### config.mk
export PLATFORM = sky130hd
export DESIGN_NAME = gcd_job_dispatcher
export DESIGN_NICKNAME = d
export VERILOG_FILES = /design/src/rtl/gcd_job_dispatcher.sv
export SDC_FILE = /design/constraint.sdc
export NUM_CORES = 1
export LEC_CHECK = 0
export ABC_CLOCK_PERIOD_IN_PS = 1950
export CORE_MARGIN = 2
export CORE_UTILIZATION = 40
export CTS_BUF_LIST = sky130_fd_sc_hd__clkbuf_4 sky130_fd_sc_hd__clkbuf_8
export DETAILED_ROUTE_END_ITERATION = 10
export GPL_TIMING_DRIVEN = 0
export PLACE_DENSITY = 0.67
export SLEW_MARGIN = 30
export SYNTH_ARGS = -nofsm -noshare
export SYNTH_HDL_FRONTEND = slang
export SYNTH_SLANG_ARGS = --single-unit
### constraint.sdc
create_clock -name clk -period 1.95 [get_ports clk]
set_input_delay 0.195 -clock clk [delete_from_list [all_inputs] [get_ports clk]]
set_output_delay 0.195 -clock clk [all_outputs]
set_load 0.03 [all_outputs]
### src/rtl/gcd_job_dispatcher.sv
// gcd_job_dispatcher: buffers (a,b) operand pairs in a small FIFO, issues one
// job at a time to an external GCD core with a single-cycle Begin pulse,
// captures the gcd on the rising edge of Complete and presents {a,b,gcd} on a
// valid/ready result port. Results leave in push order.
// Optional feature: define GCD_DISP_TIMEOUT_EN to bound the WAIT state to
// TIMEOUT_CYC cycles. A timed-out job is reported with out_gcd=0, out_err=1.
module gcd_job_dispatcher #(
    parameter int WIDTH       = 16,
    parameter int DEPTH       = 4,
    parameter int TIMEOUT_CYC = 1024
) (
    input  logic             clk,
    input  logic             rst_n,
    input  logic             in_valid,
    output logic             in_ready,
    input  logic [WIDTH-1:0] in_a,
    input  logic [WIDTH-1:0] in_b,
    output logic             core_begin,
    output logic [WIDTH-1:0] core_a,
    output logic [WIDTH-1:0] core_b,
    input  logic             core_complete,
    input  logic [WIDTH-1:0] core_gcd,
    output logic             out_valid,
    input  logic             out_ready,
    output logic [WIDTH-1:0] out_a,
    output logic [WIDTH-1:0] out_b,
    output logic [WIDTH-1:0] out_gcd,
    output logic             out_err,
    output logic             busy
);
    localparam int AW = (DEPTH > 1) ? $clog2(DEPTH) : 1;
    localparam int CW = $clog2(DEPTH + 1);
    localparam logic [CW-1:0] FULL_COUNT = CW'(DEPTH);

    typedef enum logic [1:0] {
        IDLE  = 2'd0,
        ISSUE = 2'd1,
        WAIT  = 2'd2,
        HOLD  = 2'd3
    } state_t;

    state_t           state_r;
    state_t           next_state_s;
    logic [WIDTH-1:0] mem_a_r [DEPTH];
    logic [WIDTH-1:0] mem_b_r [DEPTH];
    logic [AW-1:0]    wr_ptr_r;
    logic [AW-1:0]    rd_ptr_r;
    logic [CW-1:0]    count_r;
    logic             complete_q_r;
    logic             push_s;
    logic             pop_s;
    logic             rise_s;
    logic             timeout_s;

    // Pointer wrap relies on DEPTH being a power of two.
    if ((DEPTH < 2) || ((DEPTH & (DEPTH - 1)) != 0) || (TIMEOUT_CYC < 1)) begin : g_bad_params
        $error("gcd_job_dispatcher: DEPTH must be a power of two >= 2 and TIMEOUT_CYC >= 1");
    end

    // No bypass: a full FIFO refuses even when a pop happens in the same cycle.
    assign in_ready = (count_r != FULL_COUNT);
    assign push_s   = in_valid && in_ready;
    assign pop_s    = (state_r == IDLE) && (count_r != {CW{1'b0}});
    assign rise_s   = core_complete && !complete_q_r;
    assign busy     = (state_r != IDLE) || (count_r != {CW{1'b0}});

    // FIFO storage: data only, no reset needed since count gates every read.
    always_ff @(posedge clk) begin
        if (push_s) begin
            mem_a_r[wr_ptr_r] <= in_a;
            mem_b_r[wr_ptr_r] <= in_b;
        end
    end

    // FIFO pointers and occupancy.
    always_ff @(posedge clk or negedge rst_n) begin
        if (!rst_n) begin
            wr_ptr_r <= {AW{1'b0}};
            rd_ptr_r <= {AW{1'b0}};
            count_r  <= {CW{1'b0}};
        end else begin
            if (push_s) begin
                wr_ptr_r <= wr_ptr_r + AW'(1);
            end
            if (pop_s) begin
                rd_ptr_r <= rd_ptr_r + AW'(1);
            end
            case ({push_s, pop_s})
                2'b10:   count_r <= count_r + CW'(1);
                2'b01:   count_r <= count_r - CW'(1);
                default: count_r <= count_r;
            endcase
        end
    end

    // Delayed copy of Complete for rising-edge detection in every state.
    always_ff @(posedge clk or negedge rst_n) begin
        if (!rst_n) begin
            complete_q_r <= 1'b0;
        end else begin
            complete_q_r <= core_complete;
        end
    end

`ifdef GCD_DISP_TIMEOUT_EN
    localparam int TW = $clog2(TIMEOUT_CYC + 1);
    localparam logic [TW-1:0] LAST_WAIT = TW'(TIMEOUT_CYC - 1);
    logic [TW-1:0] wait_cnt_r;

    assign timeout_s = (state_r == WAIT) && !rise_s && (wait_cnt_r == LAST_WAIT);

    // WAIT cycle counter, cleared during ISSUE so it starts at zero in WAIT.
    always_ff @(posedge clk or negedge rst_n) begin
        if (!rst_n) begin
            wait_cnt_r <= {TW{1'b0}};
        end else if (state_r == ISSUE) begin
            wait_cnt_r <= {TW{1'b0}};
        end else if (state_r == WAIT) begin
            wait_cnt_r <= wait_cnt_r + TW'(1);
        end
    end

    // Error flag: set on timeout, cleared when that result is accepted.
    always_ff @(posedge clk or negedge rst_n) begin
        if (!rst_n) begin
            out_err <= 1'b0;
        end else if (timeout_s) begin
            out_err <= 1'b1;
        end else if ((state_r == HOLD) && out_ready) begin
            out_err <= 1'b0;
        end
    end
`else
    assign timeout_s = 1'b0;
    assign out_err   = 1'b0;
`endif

    // FSM state register.
    always_ff @(posedge clk or negedge rst_n) begin
        if (!rst_n) begin
            state_r <= IDLE;
        end else begin
            state_r <= next_state_s;
        end
    end

    // FSM next-state logic.
    always_comb begin
        next_state_s = state_r;
        case (state_r)
            IDLE: begin
                if (pop_s) next_state_s = ISSUE;
                else       next_state_s = IDLE;
            end
            ISSUE: next_state_s = WAIT;
            WAIT: begin
                if (rise_s || timeout_s) next_state_s = HOLD;
                else                     next_state_s = WAIT;
            end
            HOLD: begin
                if (out_ready) next_state_s = IDLE;
                else           next_state_s = HOLD;
            end
            default: next_state_s = IDLE;
        endcase
    end

    // Registered core and result outputs, updated only at the state's defined moment.
    always_ff @(posedge clk or negedge rst_n) begin
        if (!rst_n) begin
            core_begin <= 1'b0;
            core_a     <= {WIDTH{1'b0}};
            core_b     <= {WIDTH{1'b0}};
            out_valid  <= 1'b0;
            out_a      <= {WIDTH{1'b0}};
            out_b      <= {WIDTH{1'b0}};
            out_gcd    <= {WIDTH{1'b0}};
        end else begin
            core_begin <= 1'b0;
            case (state_r)
                IDLE: begin
                    if (pop_s) begin
                        core_a     <= mem_a_r[rd_ptr_r];
                        core_b     <= mem_b_r[rd_ptr_r];
                        out_a      <= mem_a_r[rd_ptr_r];
                        out_b      <= mem_b_r[rd_ptr_r];
                        core_begin <= 1'b1;
                    end
                end
                WAIT: begin
                    if (rise_s) begin
                        out_gcd   <= core_gcd;
                        out_valid <= 1'b1;
                    end else if (timeout_s) begin
                        out_gcd   <= {WIDTH{1'b0}};
                        out_valid <= 1'b1;
                    end
                end
                HOLD: begin
                    if (out_ready) begin
                        out_valid <= 1'b0;
                    end
                end
                default: begin
                    out_valid <= out_valid;
                end
            endcase
        end
    end

endmodule

==> results of run 1 <==
==> through the flow <==
| stage | worst slack, ps | cells |
|---|---|---|
| floorplan | -106 | 356 |
| global placement | -1560 | 721 |
| detailed placement | -400 | 726 |
| CTS | -117 | 763 |
| global route | -181 | 766 |
| finish | -105 | 766 |
==> repair_timing <==
action                                  4_1_cts  5_1_grt
endpoints found under the setup margin        4        9
gates resized for setup                      10        6
setup buffers                                 5        4
pin swaps                                     4        3
hold endpoints to repair                     60        0
hold buffers                                  1        0
==> final timing paths <==
path                                        start                      end  slack [ps]  depth (start not counted)
setup / recovery           count_r[0]$_DFFE_PN0P_   count_r[2]$_DFFE_PN0P_        -100                          9
max in group asynchronous                   rst_n  rd_ptr_r[0]$_DFFE_PN0P_        1270                          3
min in group clk                    core_complete   complete_q_r$_DFF_PN0_         190                          1
setup reg to reg           count_r[0]$_DFFE_PN0P_   count_r[2]$_DFFE_PN0P_        -100                          9
hold / removal                              rst_n     out_a[9]$_DFFE_PN0P_         150                          2
hold reg to reg            count_r[2]$_DFFE_PN0P_   count_r[2]$_DFFE_PN0P_         500                          1
==> state kept, by name (all words and copies together) (netlist names) <==
register	cells
out_a	16
rd_ptr_r	2
count_r	3
core_begin	1
state_r	2
out_b	16
complete_q_r	1
out_gcd	16
mem_a_r	64
out_valid	1
mem_b_r	64
wr_ptr_r	2
==> synthesized netlist by cell type <==
| cell type | count |
|---|---|
| edfxtp_1 | 128 |
| dfrtp_1 | 60 |
| mux2_2 | 49 |
| buf_4 | 34 |
| mux4_2 | 31 |
| inv_1 | 9 |
| buf_6 | 7 |
| and3_1 | 5 |
| ha_1 | 5 |
| xnor2_1 | 4 |
| clkbuf_1 | 3 |
| nor2_1 | 3 |
| buf_2 | 2 |
| xor2_1 | 2 |
| a31oi_1 | 1 |
| and2_4 | 1 |
| conb_1 | 1 |
| fa_1 | 1 |
| mux2i_1 | 1 |
| mux4_1 | 1 |
| nand2_1 | 1 |
| nand2_2 | 1 |
| nand2b_1 | 1 |
| nand3_1 | 1 |
| nor4bb_1 | 1 |
| o21bai_1 | 1 |
| or3_1 | 1 |
| or3b_1 | 1 |
==> cell type report <==
cell class                      instances  area share
Clock buffer                           21      0.0278
Sequential cell                       188       0.562
Clock inverter                         11      0.0126
Timing Repair Buffer                  150       0.161
Buffer                                 45      0.0367
Tap cell                              229      0.0301
Multi-Input combinational cell        113       0.167
Inverter                                9     0.00355
==> metal layers <==
| metal | track usage | routed length (um) | vias to the layer above | share of wire |
|---|---|---|---|---|
| li1 | - | - | 1658 | - |
| met1 | 0.182 | 5650 | 1929 | 0.42 |
| met2 | 0.249 | 6920 | 110 | 0.52 |
| met3 | 0.0380 | 593 | 14 | 0.044 |
| met4 | 0.0526 | 204 | 0 | 0.015 |
| met5 | 0 | 0 | - | 0 |
==> power by group through the flow <==
stage	registers, mW	logic [mW]	clock network [mW]
global placement	6.11	7.29	0
global route	6.20	7.96	2.74
finish	6.05	7.51	2.48
CTS	6.08	7.60	2.57
floorplan	7.09	3.76	0
detailed placement	6.16	7.52	0
==> logic make-up after synthesis <==
group	Yosys count	share of synthesized area
AO/OA/AOI/OAI	2	0.00189
XOR/XNOR	6	0.00723
adder cells (fa/ha/maj)	6	0.0114
buffers and inverters	55	0.0535
flip-flops	188	0.735
multiplexers	82	0.177
other	1	0.000516
AND/OR/NAND/NOR	16	0.0134
==> flow_summary_export.csv, run 1 <==
group,metric,value,unit
flow_run,cap_viol_max_count,0,
layout,multi_input_area,0.00159,sq mm
sta,hold_viol_final,0,
sta,clock.fmax,0.487,GHz
cts,clk_latency,460,ps
setup_path,worstPathArrival,2440,ps
placement,port_buffers,136,
sta,worst_slack,-105,ps
power,p_total,16.0,mW
detailed_routing,vias,3711,
power,p_int,10.5,mW
global_route,grt-ovfl-total,0,
global_route,grt_pass1_wl,21000,um
floorplan,start_util,0.406,
layout,ff_latch_area,0.00535,sq mm
global_route,grt_max_degree,47,
cts,htreeDepth,4,
layout,n_fill_cell,1439,
global_route,grt_antenna_before_repair,0,
setup_path,critPathMaxFanout,4,
layout,n_antenna_cell,0,
cts,clk_pin_slew,90,ps
floorplan,rows,49,
sta,grt_setup_unrepaired,"yes",
yosys,ys_types,28,
yosys,avgSynthCellArea,20.4,sq um
outcome,violations,"negative setup slack",
cts,cts_max_path_buffers,2,
placement,place.gp.congestion,0.700,
yosys,ys_seq_elements,188,
yosys,synthesis.nets,415,
sta,worst_pin_slew,662,ps
global_route,grt_pass1_vias,3818,
setup_path,path_delay_family,"simple AND/OR/NAND/NOR gates",
placement,place_hpwl,8780,um
detailed_routing,first_iter_violations,137,
cts,cts_sinks,188,
power,vdd_drop_max,0.943,mV
layout,num-nets-final,583,
cts,root_buffer,"clkbuf_8",
power,p_seq_frac,0.377,
detailed_routing,wire_per_inst,17.5,um
floorplan,chipWidth,139,um
yosys,yosysSeqAreaShare,0.735,
layout,area_growth,30.8,%
min_path,min_path_type,"in2async",
sta,fin_crit,2050,ps
detailed_routing,ant_nets,0,
detailed_routing,drc,0,
setup_path,max_stage_delay,430,ps
placement,dpl_cell_area,0.00905,sq mm
layout,layout_common_cells,"clkdlybuf4s50_1, edfxtp_1, dfrtp_1",
sta,fin_crit_sh,1.05,
power,clkPwrFrac,0.155,
detailed_routing,first_pass_iters,4,
power,power.density,1690,mW/mm^2
setup_path,cp_data_required_time,2330,ps
cts,cts_tree,"yes",
setup_path,crit_path_start_kind,"register",
floorplan,io_pins,138,
setup_path,crit_chain,"or3b_4 -> and2_4 -> inv_2 -> ha_4 -> inv_2 -> fa_2 -> xor2_1 -> nor2_1 -> xor2_1",
yosys,yosysWarnings,0,
outcome,status,"finished with violations",
power,p_sw_frac,0.349,
sta,report.final.slew_viol_count,0,
yosys,synth_area_leaders,"edfxtp_1, dfrtp_1, mux4_2",
setup_path,end_kind,"register",
sta,tns,-105,ps
sta,timing.clock.skew,14.7,ps
power,p_switching,5.60,mW
yosys,yosys.area.top_type,"edfxtp_1",
yosys,synth_top_area_frac,0.529,
global_route,grt.total_usage,0.146,
sta,setup_viol,1,
detailed_routing,totalWireLength,13400,um
setup_path,critPathKind,"reg2reg",
layout,finalCoreUtilization,0.531,
yosys,synth_area,0.00727,sq mm
setup_path,slowest_stage,"or3b_4",
power,p_leak,3.49,nW
floorplan,die-area,0.0193,sq mm
sta,relSlewSlack,0.559,
setup_path,path_buf_inv,2,
floorplan,core_area,0.0179,sq mm
floorplan,die_h,139,um
layout,drive_gt1_frac,0.343,
sta,hold_ws,150,ps
layout,fin_area,0.00951,sq mm
power,combPwrFrac,0.468,
detailed_routing,vias_per_cell,4.84,
cts,cts_buffers,17,
layout,layout_commonest_cell,"clkdlybuf4s50_1",
yosys,syn-instance-count,356,
(Power assumes the default switching activity.)
==> run 2: changes to the inputs <==
--- a/config.mk
+++ b/config.mk
@@ -16,3 +16,4 @@
 export SYNTH_ARGS = -nofsm -noshare
 export SYNTH_HDL_FRONTEND = slang
 export SYNTH_SLANG_ARGS = --single-unit
+export TNS_END_PERCENT = 20
==> run 2 against run 1 <==
Clock skew barely moved. Design area increased by 0.13%. The run still ends with negative setup slack left. Global-route usage shrank 0.090 points. Via count about the same. Clock power about the same. Die area stayed put. Final cell count increased by 0.13%. Wire length is 0.21% higher. Critical path depth is the same. Hold slack got worse by 0.52 ps. First-iteration DRC count increased by 13%. Critical path type unchanged. Largest cell class unchanged. Combinational power is essentially flat.
==> flow_summary_export.csv, run 2 (synthesis gave the netlist of run 1 again) <==
group,metric,value,unit
layout,fin_area,0.00952,sq mm
outcome,violations,"negative setup slack",
detailed_routing,drc,0,
cts,cts_buffers,17,
cts,root_buffer,"clkbuf_8",
layout,area_growth,31.0,%
cts,cts_sinks,188,
layout,final_cells,767,
cts,cts_tree,"yes",
detailed_routing,top_layer_used,"met4",
sta,hold_viol_final,0,
detailed_routing,wire_per_inst,17.5,um
layout,n_antenna_cell,0,
sta,worst_slack,-86.0,ps
global_route,grt_antenna_before_repair,0,
floorplan,chipWidth,139,um
outcome,status,"finished with violations",
global_route,grt_max_degree,47,
floorplan,die-area,0.0193,sq mm
sta,relSlewSlack,0.536,
cts,htreeDepth,4,
detailed_routing,wl_met3,698,um
detailed_routing,totalWireLength,13400,um
sta,fin_crit,2040,ps
layout,layout_commonest_cell,"clkdlybuf4s50_1",
global_route,grt_pass1_vias,3798,
setup_path,crit_path_start_kind,"register",
detailed_routing,first_iter_violations,155,
cts,clk_pin_slew,90,ps
sta,fin_crit_sh,1.04,
power,p_leak,3.49,nW
layout,num-nets-final,584,
floorplan,io_pins,138,
layout,top_regs,"mem_a_r x64, mem_b_r x64",
placement,dpl_cell_area,0.00905,sq mm
sta,report.final.slew_viol_count,0,
sta,setup_viol,3,
floorplan,rows,49,
setup_path,worst-path-stages,9,
floorplan,start_util,0.406,
setup_path,worstPathArrival,2420,ps
sta,grt_setup_unrepaired,"yes",
detailed_routing,first_pass_iters,4,
placement,dp.cells,726,
power,clkPwrFrac,0.155,
power,vdd_drop_max,0.942,mV
setup_path,end_kind,"register",
global_route,grt-ovfl-total,0,
setup_path,max_stage_delay,430,ps
detailed_routing,vias_per_cell,4.84,
power,combPwrFrac,0.469,
setup_path,slowest_stage,"or3b_4",
power,p_total,16.1,mW
setup_path,cp_data_required_time,2330,ps
placement,place.gp.congestion,0.700,
global_route,grt_pass1_wl,20900,um
setup_path,critPathMaxFanout,4,
setup_path,critPathKind,"reg2reg",
detailed_routing,wl_met1,5590,um
floorplan,die_h,139,um
layout,layout_common_cells,"clkdlybuf4s50_1, edfxtp_1, dfrtp_1",
setup_path,path_buf_inv,2,
cts,cts_max_path_buffers,2,
sta,clock.fmax,0.491,GHz
power,p_switching,5.58,mW
detailed_routing,dr_wl_met2,6910,um
power,p_int,10.5,mW
sta,timing.clock.skew,14.9,ps
setup_path,path_delay_family,"simple AND/OR/NAND/NOR gates",
global_route,grt.total_usage,0.145,
power,power.density,1690,mW/mm^2
power,p_sw_frac,0.348,
detailed_routing,ant_nets,0,
setup_path,crit_chain,"or3b_4 -> and2_4 -> inv_2 -> ha_4 -> inv_2 -> fa_2 -> xor2_1 -> nor2_1 -> xor2_1",
flow_run,cap_viol_max_count,0,
detailed_routing,vias,3714,
sta,worst_pin_slew,696,ps
min_path,min_path_type,"in2async",
layout,drive_gt1_frac,0.342,
setup_path,ff2ff_path_depth,9,
cts,clk_latency,460,ps
power,p_seq_frac,0.377,
placement,port_buffers,136,
placement,place_hpwl,8780,um
floorplan,core_area,0.0179,sq mm
-- run 2: cell types whose count changed in the layout (fill, tap and decap cells not counted) --
cell	delta
buf_12	+1
buf_2	-1
buf_6	+1
buf_8	-1
clkbuf_1	+1
clkbuf_2	-1
clkdlybuf4s15_2	+1
nand2_4	+1
nand2_8	-1
-- run 2: what timing repair did --
item,in CTS,in global routing
cloned,0,0
hold endpoints to repair,60,0
endpoints found under the setup margin,4,10
resized for setup,9,3
setup buffers,1,7
pin swaps,4,4
hold buffers,1,0
-- run 2: metrics by stage --
stage	util	hold WS [ps]	setup TNS, ps	worst slack [ps]
3_5_place_dp	0.506	95.7	-652	-400
6_report	0.532	149	-164	-86.0
4_1_cts	0.529	138	-232	-125
3_3_place_gp	0.499	460	-185150	-1560
5_1_grt	0.532	150	-519	-154
2_1_floorplan	-	-101	-123	-106
-- run 2: per-layer routing --
layer,up-vias,GRT usage
met4,0,0.0526
met1,1926,0.180
met5,-,0
met2,115,0.248
li1,1659,-
met3,14,0.0380
-- run 2: cell type report --
| cell class | count | area, sq um |
|---|---|---|
| plain buffers | 46 | 364 |
| clock buffers | 21 | 264 |
| clock inverters | 11 | 120 |
| fillers | 1439 | 8380 |
| inverters | 9 | 33.8 |
| multi-input cells | 113 | 1580 |
| flip-flops and latches | 188 | 5350 |
| well taps | 229 | 287 |
| repair buffers | 150 | 1530 |
-- run 2: path summary, 6_finish.rpt --
path                            slack (ps)                    from                       to
worst min register to register         490  count_r[2]$_DFFE_PN0P_   count_r[2]$_DFFE_PN0P_
worst min-delay path                   150                   rst_n     out_a[9]$_DFFE_PN0P_
min in group clk                       190           core_complete   complete_q_r$_DFF_PN0_
worst max-delay path                   -90  count_r[0]$_DFFE_PN0P_   count_r[2]$_DFFE_PN0P_
max in group asynchronous             1270                   rst_n  rd_ptr_r[0]$_DFFE_PN0P_
worst max register to register         -90  count_r[0]$_DFFE_PN0P_   count_r[2]$_DFFE_PN0P_
-- run 2: power groups by stage --
stage | sequential (mW) | combinational, mW | clock [mW]
3_5_place_dp | 6.16 | 7.52 | 0
4_1_cts | 6.08 | 7.57 | 2.57
5_1_grt | 6.20 | 7.97 | 2.74
3_3_place_gp | 6.11 | 7.29 | 0
2_1_floorplan | 7.09 | 3.76 | 0
6_report | 6.05 | 7.52 | 2.48
